[src/rtl/vram_arbiter.sv]
// Single-port VRAM arbiter: display scan-out reads win every de cycle; CPU accesses use blanking.
// Define VRAM_ARB_CPU_READ_EN to build the CPU read path; otherwise every CPU access is a write.
module vram_arbiter #(
   parameter int unsigned     P_AW        = 16,
   parameter int unsigned     P_DW        = 16,
   parameter logic [P_AW-1:0] P_BASE      = 16'd0,
   parameter int unsigned     P_FRAME_PIX = 62720
) (
   input  logic            clk,
   input  logic            rst,
   input  logic            vs_in,
   input  logic            hs_in,
   input  logic            de_in,
   output logic            vs_out,
   output logic            hs_out,
   output logic            de_out,
   output logic [P_DW-1:0] pixel_out,
   input  logic            cpu_req,
   input  logic            cpu_we,
   input  logic [P_AW-1:0] cpu_addr,
   input  logic [P_DW-1:0] cpu_wdata,
   output logic            cpu_ack,
   output logic [P_DW-1:0] cpu_rdata,
   output logic            cpu_rvalid,
   output logic            mem_en,
   output logic            mem_we,
   output logic [P_AW-1:0] mem_addr,
   output logic [P_DW-1:0] mem_wdata,
   input  logic [P_DW-1:0] mem_rdata
);

   localparam logic [P_AW-1:0] LastAddr = P_BASE + P_AW'(P_FRAME_PIX - 1);

`ifdef VRAM_ARB_CPU_READ_EN
   typedef enum logic [1:0] {StIdle, StAck, StRd1, StRd2} state_e;
`else
   typedef enum logic {StIdle, StAck} state_e;
`endif

   state_e          state_q, state_d;
   logic [P_AW-1:0] disp_addr_q, disp_addr_d;
   logic [2:0]      vs_sr_q, hs_sr_q, de_sr_q;
   logic            armed_q, armed_d;
   logic            mem_en_q, mem_en_d;
   logic            mem_we_q, mem_we_d;
   logic [P_AW-1:0] mem_addr_q, mem_addr_d;
   logic [P_DW-1:0] mem_wdata_q, mem_wdata_d;
   logic            cpu_ack_q, cpu_ack_d;
   logic [P_DW-1:0] pixel_q, pixel_d;
   logic            cpu_we_eff;
   logic            vs_rise;

`ifdef VRAM_ARB_CPU_READ_EN
   logic [P_DW-1:0] cpu_rdata_q, cpu_rdata_d;
   logic            cpu_rvalid_q, cpu_rvalid_d;

   assign cpu_we_eff = cpu_we;
`else
   logic unused_cpu_we;

   assign unused_cpu_we = cpu_we;
   assign cpu_we_eff    = 1'b1;
`endif

   assign vs_rise = vs_in & ~vs_sr_q[0];

   always_comb begin
      state_d     = state_q;
      disp_addr_d = disp_addr_q;
      // A request only re-arms after cpu_req has been seen low, so a held request is issued once.
      armed_d     = armed_q | ~cpu_req;
      mem_en_d    = 1'b0;
      mem_we_d    = 1'b0;
      mem_addr_d  = mem_addr_q;
      mem_wdata_d = mem_wdata_q;
      cpu_ack_d   = 1'b0;
      pixel_d     = de_sr_q[1] ? mem_rdata : '0;
`ifdef VRAM_ARB_CPU_READ_EN
      cpu_rdata_d  = cpu_rdata_q;
      cpu_rvalid_d = 1'b0;
`endif

      if (vs_rise) begin
         disp_addr_d = P_BASE;
      end else if (de_in) begin
         disp_addr_d = (disp_addr_q == LastAddr) ? P_BASE : disp_addr_q + P_AW'(1);
      end

      if (de_in) begin
         mem_en_d   = 1'b1;
         mem_addr_d = disp_addr_q;
      end

      case (state_q)
         StIdle: begin
            if (cpu_req && armed_q && !de_in) begin
               mem_en_d    = 1'b1;
               mem_we_d    = cpu_we_eff;
               mem_addr_d  = cpu_addr;
               mem_wdata_d = cpu_wdata;
               cpu_ack_d   = 1'b1;
               armed_d     = 1'b0;
               state_d     = StAck;
            end
         end
`ifdef VRAM_ARB_CPU_READ_EN
         // mem_we_q still holds the direction of the access issued in the previous cycle.
         StAck: state_d = mem_we_q ? StIdle : StRd1;
         StRd1: begin
            cpu_rdata_d  = mem_rdata;
            cpu_rvalid_d = 1'b1;
            state_d      = StRd2;
         end
         StRd2: state_d = StIdle;
`else
         StAck: state_d = StIdle;
`endif
         default: state_d = StIdle;
      endcase
   end

   always_ff @(posedge clk) begin
      if (rst) begin
         state_q     <= StIdle;
         disp_addr_q <= P_BASE;
         vs_sr_q     <= '0;
         hs_sr_q     <= '0;
         de_sr_q     <= '0;
         armed_q     <= 1'b1;
         mem_en_q    <= 1'b0;
         mem_we_q    <= 1'b0;
         mem_addr_q  <= '0;
         mem_wdata_q <= '0;
         cpu_ack_q   <= 1'b0;
         pixel_q     <= '0;
      end else begin
         state_q     <= state_d;
         disp_addr_q <= disp_addr_d;
         vs_sr_q     <= {vs_sr_q[1:0], vs_in};
         hs_sr_q     <= {hs_sr_q[1:0], hs_in};
         de_sr_q     <= {de_sr_q[1:0], de_in};
         armed_q     <= armed_d;
         mem_en_q    <= mem_en_d;
         mem_we_q    <= mem_we_d;
         mem_addr_q  <= mem_addr_d;
         mem_wdata_q <= mem_wdata_d;
         cpu_ack_q   <= cpu_ack_d;
         pixel_q     <= pixel_d;
      end
   end

`ifdef VRAM_ARB_CPU_READ_EN
   always_ff @(posedge clk) begin
      if (rst) begin
         cpu_rdata_q  <= '0;
         cpu_rvalid_q <= 1'b0;
      end else begin
         cpu_rdata_q  <= cpu_rdata_d;
         cpu_rvalid_q <= cpu_rvalid_d;
      end
   end

   assign cpu_rdata  = cpu_rdata_q;
   assign cpu_rvalid = cpu_rvalid_q;
`else
   assign cpu_rdata  = '0;
   assign cpu_rvalid = 1'b0;
`endif

   assign vs_out    = vs_sr_q[2];
   assign hs_out    = hs_sr_q[2];
   assign de_out    = de_sr_q[2];
   assign pixel_out = pixel_q;
   assign cpu_ack   = cpu_ack_q;
   assign mem_en    = mem_en_q;
   assign mem_we    = mem_we_q;
   assign mem_addr  = mem_addr_q;
   assign mem_wdata = mem_wdata_q;

endmodule
[config.mk]
export PLATFORM = sky130hd
export DESIGN_NAME = vram_arbiter
export DESIGN_NICKNAME = d
export VERILOG_FILES = /design/src/rtl/vram_arbiter.sv
export SDC_FILE = /design/constraint.sdc
export NUM_CORES = 1
export LEC_CHECK = 0
export ABC_AREA = 1
export ABC_CLOCK_PERIOD_IN_PS = 1600
export BUFFER_PORTS_ARGS = -buffer_cell sky130_fd_sc_hd__buf_2
export CAP_MARGIN = 30
export CORE_MARGIN = 2
export CORE_UTILIZATION = 47
export DETAILED_ROUTE_END_ITERATION = 10
export PLACE_DENSITY = 0.87
export SYNTH_ARGS = -nofsm -noshare
export SYNTH_HDL_FRONTEND = slang
export SYNTH_SLANG_ARGS = --single-unit
[constraint.sdc]
create_clock -name clk -period 1.6 [get_ports clk]
set_input_delay 0.48 -clock clk [delete_from_list [all_inputs] [get_ports clk]]
set_output_delay 0.48 -clock clk [all_outputs]
set_load 0.005 [all_outputs]
==> impl_metrics.csv, run 1 <==
group,metric,value,unit
outcome,outcome,"finished, final reports clean",
die,start_util,49.23,%
synth,netlist_instances,380,
sta,drv_slew,0,
setup_path,startpoint_type,"flop",
synth,netlist_area,2949,sq um
synth,synth-seq-area-share,51.59,%
routing,drc,0,
cells_and_area,diodes,0,
synth,syn_avg_cell_area,7.761,sq um
sta,hold_viol,0,
sta,finClkSkew,15.80,ps
cts,clk_latency,350,ps
setup_path,crit_type,"flop to flop",
cells_and_area,area_growth_syn_to_layout,26.90,%
synth,ys_seq_elements,76,
synth,yosys_warnings,0,
sta,timing.final.crit_share,92.78,%
sta,min_period,1484,ps
die,die_h,83.21,microns
die,die_w,83.21,microns
die,ios,126,
routing,routedWlPerCell,12.21,microns
cts,h-tree-depth,3,
job,max_cap_violations,0,
sta,fin_tns_setup,0,ps
hold_path,whs_path_depth,3,
setup_path,path_max_fanout,9,
setup_path,worst_setup_path_end_kind,"flop",
cts,clock-sinks,76,
cells_and_area,drive_gt1_share,28.37,%
sta,grt_setup_unrepaired,"false",
cells_and_area,final_cell_mix,"buf_2 (107), nor2_1 (103), dfxtp_1 (76)",
placement,dpl.hpwl,5.109,mm
cts,cts_buffer_depth,2,
synth,ys_types,29,
hold_path,hold_class,"input pin to flop",
cells_and_area,finalNetCount,548,
sta,fmax,0.6737,GHz
global_routing,grt_pass1_vias,2524,
die,coreArea,5991,sq um
global_routing,grt_pass1_wl,11.11,mm
cells_and_area,final_common_cell,"buf_2",
cts,clk_pin_slew,90,ps
global_routing,gr-total-overflow,0,
routing,firstDrtPassIters,4,
setup_path,cp_data_arrival_time,1720,ps
pwr,powerDensity,1076,nW/um^2
global_routing,antenna_found_initial,0,
die,num_rows,28,
routing,vias_per_cell,4.822,
setup_path,required,1830,ps
cts,root_buffer,"clkbuf_8",
cells_and_area,nFillCells,501,
global_routing,grt_max_degree,36,
die,fp.dieArea,6924,sq um
sta,setup_violations,0,
sta,fin_hold_ws,323.1,ps
sta,slew_headroom,64.39,%
sta,tightest_slew,532.9,ps
placement,placement.io_buffers,107,
cts,ctsHoldBuffers,0,
routing,via_count,2758,
pwr,worst_ir_drop_vdd,722.4,uV
routing,antenna_left,0,
placement,place_congestion,0.9076,
routing,drt-initial-drc-count,144,
routing,drt_wl_total,6.985,mm
cts,tritoncts,"done",
cts,cts_buffers,9,
setup_path,worstRegToRegCells,10,
global_routing,grt.total_usage,19.68,%
pwr,p_leak,1.902,nW
[area by class of cell]
class	count	area (sq um)	area share, %
Clock buffer	10	137.6	3.678
Clock inverter	6	93.84	2.508
Inverter	47	178.9	4.781
Multi-Input combinational cell	243	1121	29.96
Sequential cell	76	1521	40.66
Tap cell	75	93.84	2.508
Timing Repair Buffer	115	595.6	15.91
[layer usage]
layer  vias up  GRT usage (%)  share of wire, %
met5         -              0                 0
met4         0          8.048               2.2
met2       128          32.40                46
li1       1374              -                 -
met3        17          5.467               8.2
met1      1239          24.24                43
[worst max-delay path: stages (launching register included)]
cell and delay [ps]:
dfxtp_1 410, ha_1 220, nand2_2 90, nor2_4 130, nand2_1 120, clkinv_1 80, nand2_1 80, nand2_4 130
inv_2 40, nand2_1 50, nor2_1 30
[per-stage QoR]
step	total power, mW	worst slack (ps)	utilization [%]	cell area (sq um)	instances
floorplan	2.250	315.7	-	3009	396
global placement	2.387	128.6	58.52	3506	556
detailed placement	2.402	73.71	58.52	3506	556
CTS	4.061	104.6	62.39	3737	572
global route	4.204	16.81	62.47	3742	572
finish	4.027	115.6	62.47	3742	572
[cell usage after synthesis]
| master | instances | area, sq um |
|---|---|---|
| xnor2_1 | 4 | 35.03 |
| xor2_1 | 3 | 26.28 |
| clkbuf_1 | 5 | 18.77 |
| o21ai_0 | 32 | 160.2 |
| nor3_1 | 2 | 10.01 |
| buf_4 | 20 | 150.1 |
| nand4_1 | 2 | 12.51 |
| a21oi_1 | 7 | 35.03 |
| o22ai_1 | 14 | 87.58 |
| nor2_4 | 2 | 22.52 |
| dfxtp_1 | 76 | 1521 |
| inv_1 | 43 | 161.4 |
| o21ai_1 | 3 | 15.01 |
| conb_1 | 1 | 3.750 |
| a21boi_0 | 1 | 7.510 |
| inv_2 | 2 | 7.510 |
| buf_2 | 3 | 15.01 |
| buf_1 | 1 | 3.750 |
| nand3_1 | 10 | 50.05 |
| o31ai_4 | 1 | 21.27 |
| a31oi_1 | 1 | 6.260 |
| nand2_1 | 36 | 135.1 |
| clkbuf_2 | 1 | 5.000 |
| nand2_2 | 3 | 18.77 |
| nor2_1 | 103 | 386.6 |
| ha_1 | 1 | 12.51 |
| nand3_2 | 1 | 10.01 |
| inv_4 | 1 | 6.260 |
| clkinv_1 | 1 | 3.750 |
[flip-flops by register name (all words and copies together), names as in the netlist]
signal / cells
hs_sr_q: 3
state_q: 1
pixel_out: 16
mem_en: 1
disp_addr_q: 16
de_sr_q: 3
mem_addr: 16
mem_wdata: 16
vs_sr_q: 3
armed_q: 1
[power by group]
group          leakage, nW  total (mW)  internal (mW)  switching (mW)
Combinational         1.17       0.360          0.162           0.198
Sequential           0.621        2.00           1.97          0.0364
Clock                0.113        1.66          0.934           0.728
Total                 1.90        4.03           3.06           0.963
[repair_timing]
action,4_1_cts,5_1_grt
buffers inserted,0,0
gates resized for setup,0,1
endpoints found under the hold margin,0,0
endpoints found under the setup margin,0,1
[cells by family after synthesis]
logic type / after synthesis / synth area share, %
simple gates: 159 / 21.89
compound gates: 59 / 11.29
fa+ha+maj: 1 / 0.4242
buf+inv: 77 / 12.60
other cells: 1 / 0.1272
flops: 76 / 51.59
xor+xnor: 7 / 2.079
[final timing paths]
path | endpoint | start | slack, ps
setup / recovery | disp_addr_q[15]$_SDFFE_PP0P_ | disp_addr_q[1]$_SDFFE_PP0P_ | 120
hold / removal | hs_sr_q[0]$_SDFF_PP0_ | hs_in | 320
setup reg to reg | disp_addr_q[15]$_SDFFE_PP0P_ | disp_addr_q[1]$_SDFFE_PP0P_ | 120
hold reg to reg | de_sr_q[1]$_SDFF_PP0_ | de_sr_q[0]$_SDFF_PP0_ | 410
Note: power is estimated with default switching activity, not from simulation.
==> run 2: changes to the inputs <==
Settings changed: REMOVE_ABC_BUFFERS set to 1.
==> impl_metrics.csv, run 2 (synthesized netlist as in run 1, its figures left out) <==
group,metric,value,unit
outcome,outcome,"finished, final reports clean",
setup_path,worstPathCellList,"buf_2",
die,die_h,83.21,microns
cts,cts_resized,0,
pwr,power_frac_comb,9.7,%
placement,place_congestion,0.8855,
global_routing,gr-total-overflow,0,
cells_and_area,drive_gt1_share,29.26,%
routing,drt_wl_total,6.598,mm
sta,slew_headroom,66.73,%
die,num_rows,28,
sta,fin_tns_setup,0,ps
sta,min_period,1460,ps
cts,root_buffer,"clkbuf_8",
placement,dpl_cell_area,3513,sq um
die,coreArea,5991,sq um
sta,timing.final.crit_share,91.28,%
hold_path,hold_class,"input pin to flop",
setup_path,worst_setup_path_end_kind,"primary output",
cells_and_area,stdcell_count,574,
sta,fin_hold_ws,334.5,ps
global_routing,grt_pass1_vias,2581,
sta,fmax,0.6847,GHz
die,die_w,83.21,microns
setup_path,cp_slowest_stage_delay,470,ps
cells_and_area,area_growth_syn_to_layout,26.01,%
cells_and_area,final_common_cell,"buf_2",
pwr,pwr-share-clk,36.0,%
routing,firstDrtPassIters,4,
cts,cts_buffer_depth,2,
cells_and_area,diodes,0,
setup_path,startpoint_type,"flop",
sta,finClkSkew,7.732,ps
placement,placement.io_buffers,107,
die,start_util,49.23,%
setup_path,required,1120,ps
sta,hold_viol,0,
cells_and_area,final_cell_mix,"buf_2 (107), nor2_1 (103), dfxtp_1 (74)",
routing,drt-initial-drc-count,70,
job,max_cap_violations,0,
cells_and_area,fin_area,3716,sq um
cells_and_area,finalNetCount,550,
cts,tritoncts,"done",
routing,antenna_left,0,
cts,clk_pin_slew,80,ps
cts,cts_setup_buffers,0,
routing,vias_per_cell,4.627,
die,fp.dieArea,6924,sq um
setup_path,crit_type,"flop to primary output",
setup_path,cp_data_arrival_time,980,ps
routing,routedWlPerCell,11.49,microns
pwr,p_leak,1.894,nW
cts,clock-sinks,76,
pwr,worst_ir_drop_vdd,645.4,uV
placement,dp_cells,557,
die,ios,126,
cts,ctsHoldBuffers,0,
cts,cts_buffers,9,
setup_path,path_buf_inv,1,
sta,tightest_slew,497.8,ps
cts,clk_latency,340,ps
routing,via_count,2656,
sta,drv_slew,0,
global_routing,antenna_found_initial,0,
sta,setup_violations,0,
setup_path,path_max_fanout,4,
pwr,intPower,2.782,mW
pwr,powerDensity,992.6,nW/um^2
global_routing,grt_pass1_wl,11.36,mm
pwr,sw_frac_of_total,24.58,%
cts,h-tree-depth,3,
global_routing,grt_max_degree,36,
pwr,pwr-share-seq,54.3,%
global_routing,grt.total_usage,19.82,%
placement,dpl.hpwl,4.822,mm
sta,grt_setup_unrepaired,"false",
setup_path,critPathSlowestCell,"dfxtp_1",
routing,drc,0,
pwr,switchingPower,0.9067,mW
setup_path,critical-path-top-delay-family,"flip-flops",
[run 2: cell types whose count changed in the layout (fill, tap and decap cells not counted)]
cell and change:
buf_4 +1, bufinv_16 -2, clkbuf_8 +1, clkinv_2 +2, dfxtp_1 -2, dfxtp_2 +2, inv_6 -1, nand2_1 -1
nand2_2 +2
[run 2: power by group through the flow]
stage,combinational [mW],sequential [mW],clock (mW)
floorplan,0.151,2.05,0
global placement,0.346,2.04,0
detailed placement,0.355,2.04,0
CTS,0.357,2.00,1.37
global route,0.408,2.01,1.44
finish,0.357,2.00,1.33
[run 2: final cells by class]
class,count,area [sq um]
fillers,560,2275
multi-input cells,244,1130
repair buffers,116,603.1
flip-flops and latches,76,1524
clock inverters,5,35.03
inverters,47,178.9
clock buffers,11,151.4
well taps,75,93.84
[run 2: worst reg2reg max path, delay by kind of cell, from the launching register on]
kind | cells | cell delay [ps]
buf+inv | 2 | 180
flops | 1 | 340
simple gates | 7 | 600
fa+ha+maj | 1 | 220
[run 2: path summary, 6_finish.rpt]
| kind | from | slack, ps | cells past startpoint | end |
|---|---|---|---|---|
| worst min-delay path | hs_in | 330 | 3 | hs_sr_q[0]$_SDFF_PP0_ |
| worst max register to register | disp_addr_q[0]$_SDFFE_PP0P_ | 180 | 10 | disp_addr_q[15]$_SDFFE_PP0P_ |
| worst min register to register | de_sr_q[0]$_SDFF_PP0_ | 410 | 2 | de_sr_q[1]$_SDFF_PP0_ |
| worst max-delay path | state_q$_SDFF_PP0_ | 140 | 1 | mem_we |
[run 2: through the flow]
step	setup slack, ps	power [mW]	utilization, %
global placement	124.4	2.388	58.65
detailed placement	90.36	2.400	58.65
floorplan	28.05	2.203	-
CTS	77.13	3.733	61.76
finish	139.5	3.688	62.03
global route	30.29	3.863	62.03
[run 2: per-layer routing]
layer / up-vias / global-route usage [%] / part of all wire (%)
met5: - / 0 / 0
met4: 0 / 10.13 / 3.0
met3: 17 / 4.672 / 7.2
met2: 107 / 33.50 / 46
met1: 1156 / 23.35 / 43
li1: 1376 / - / -
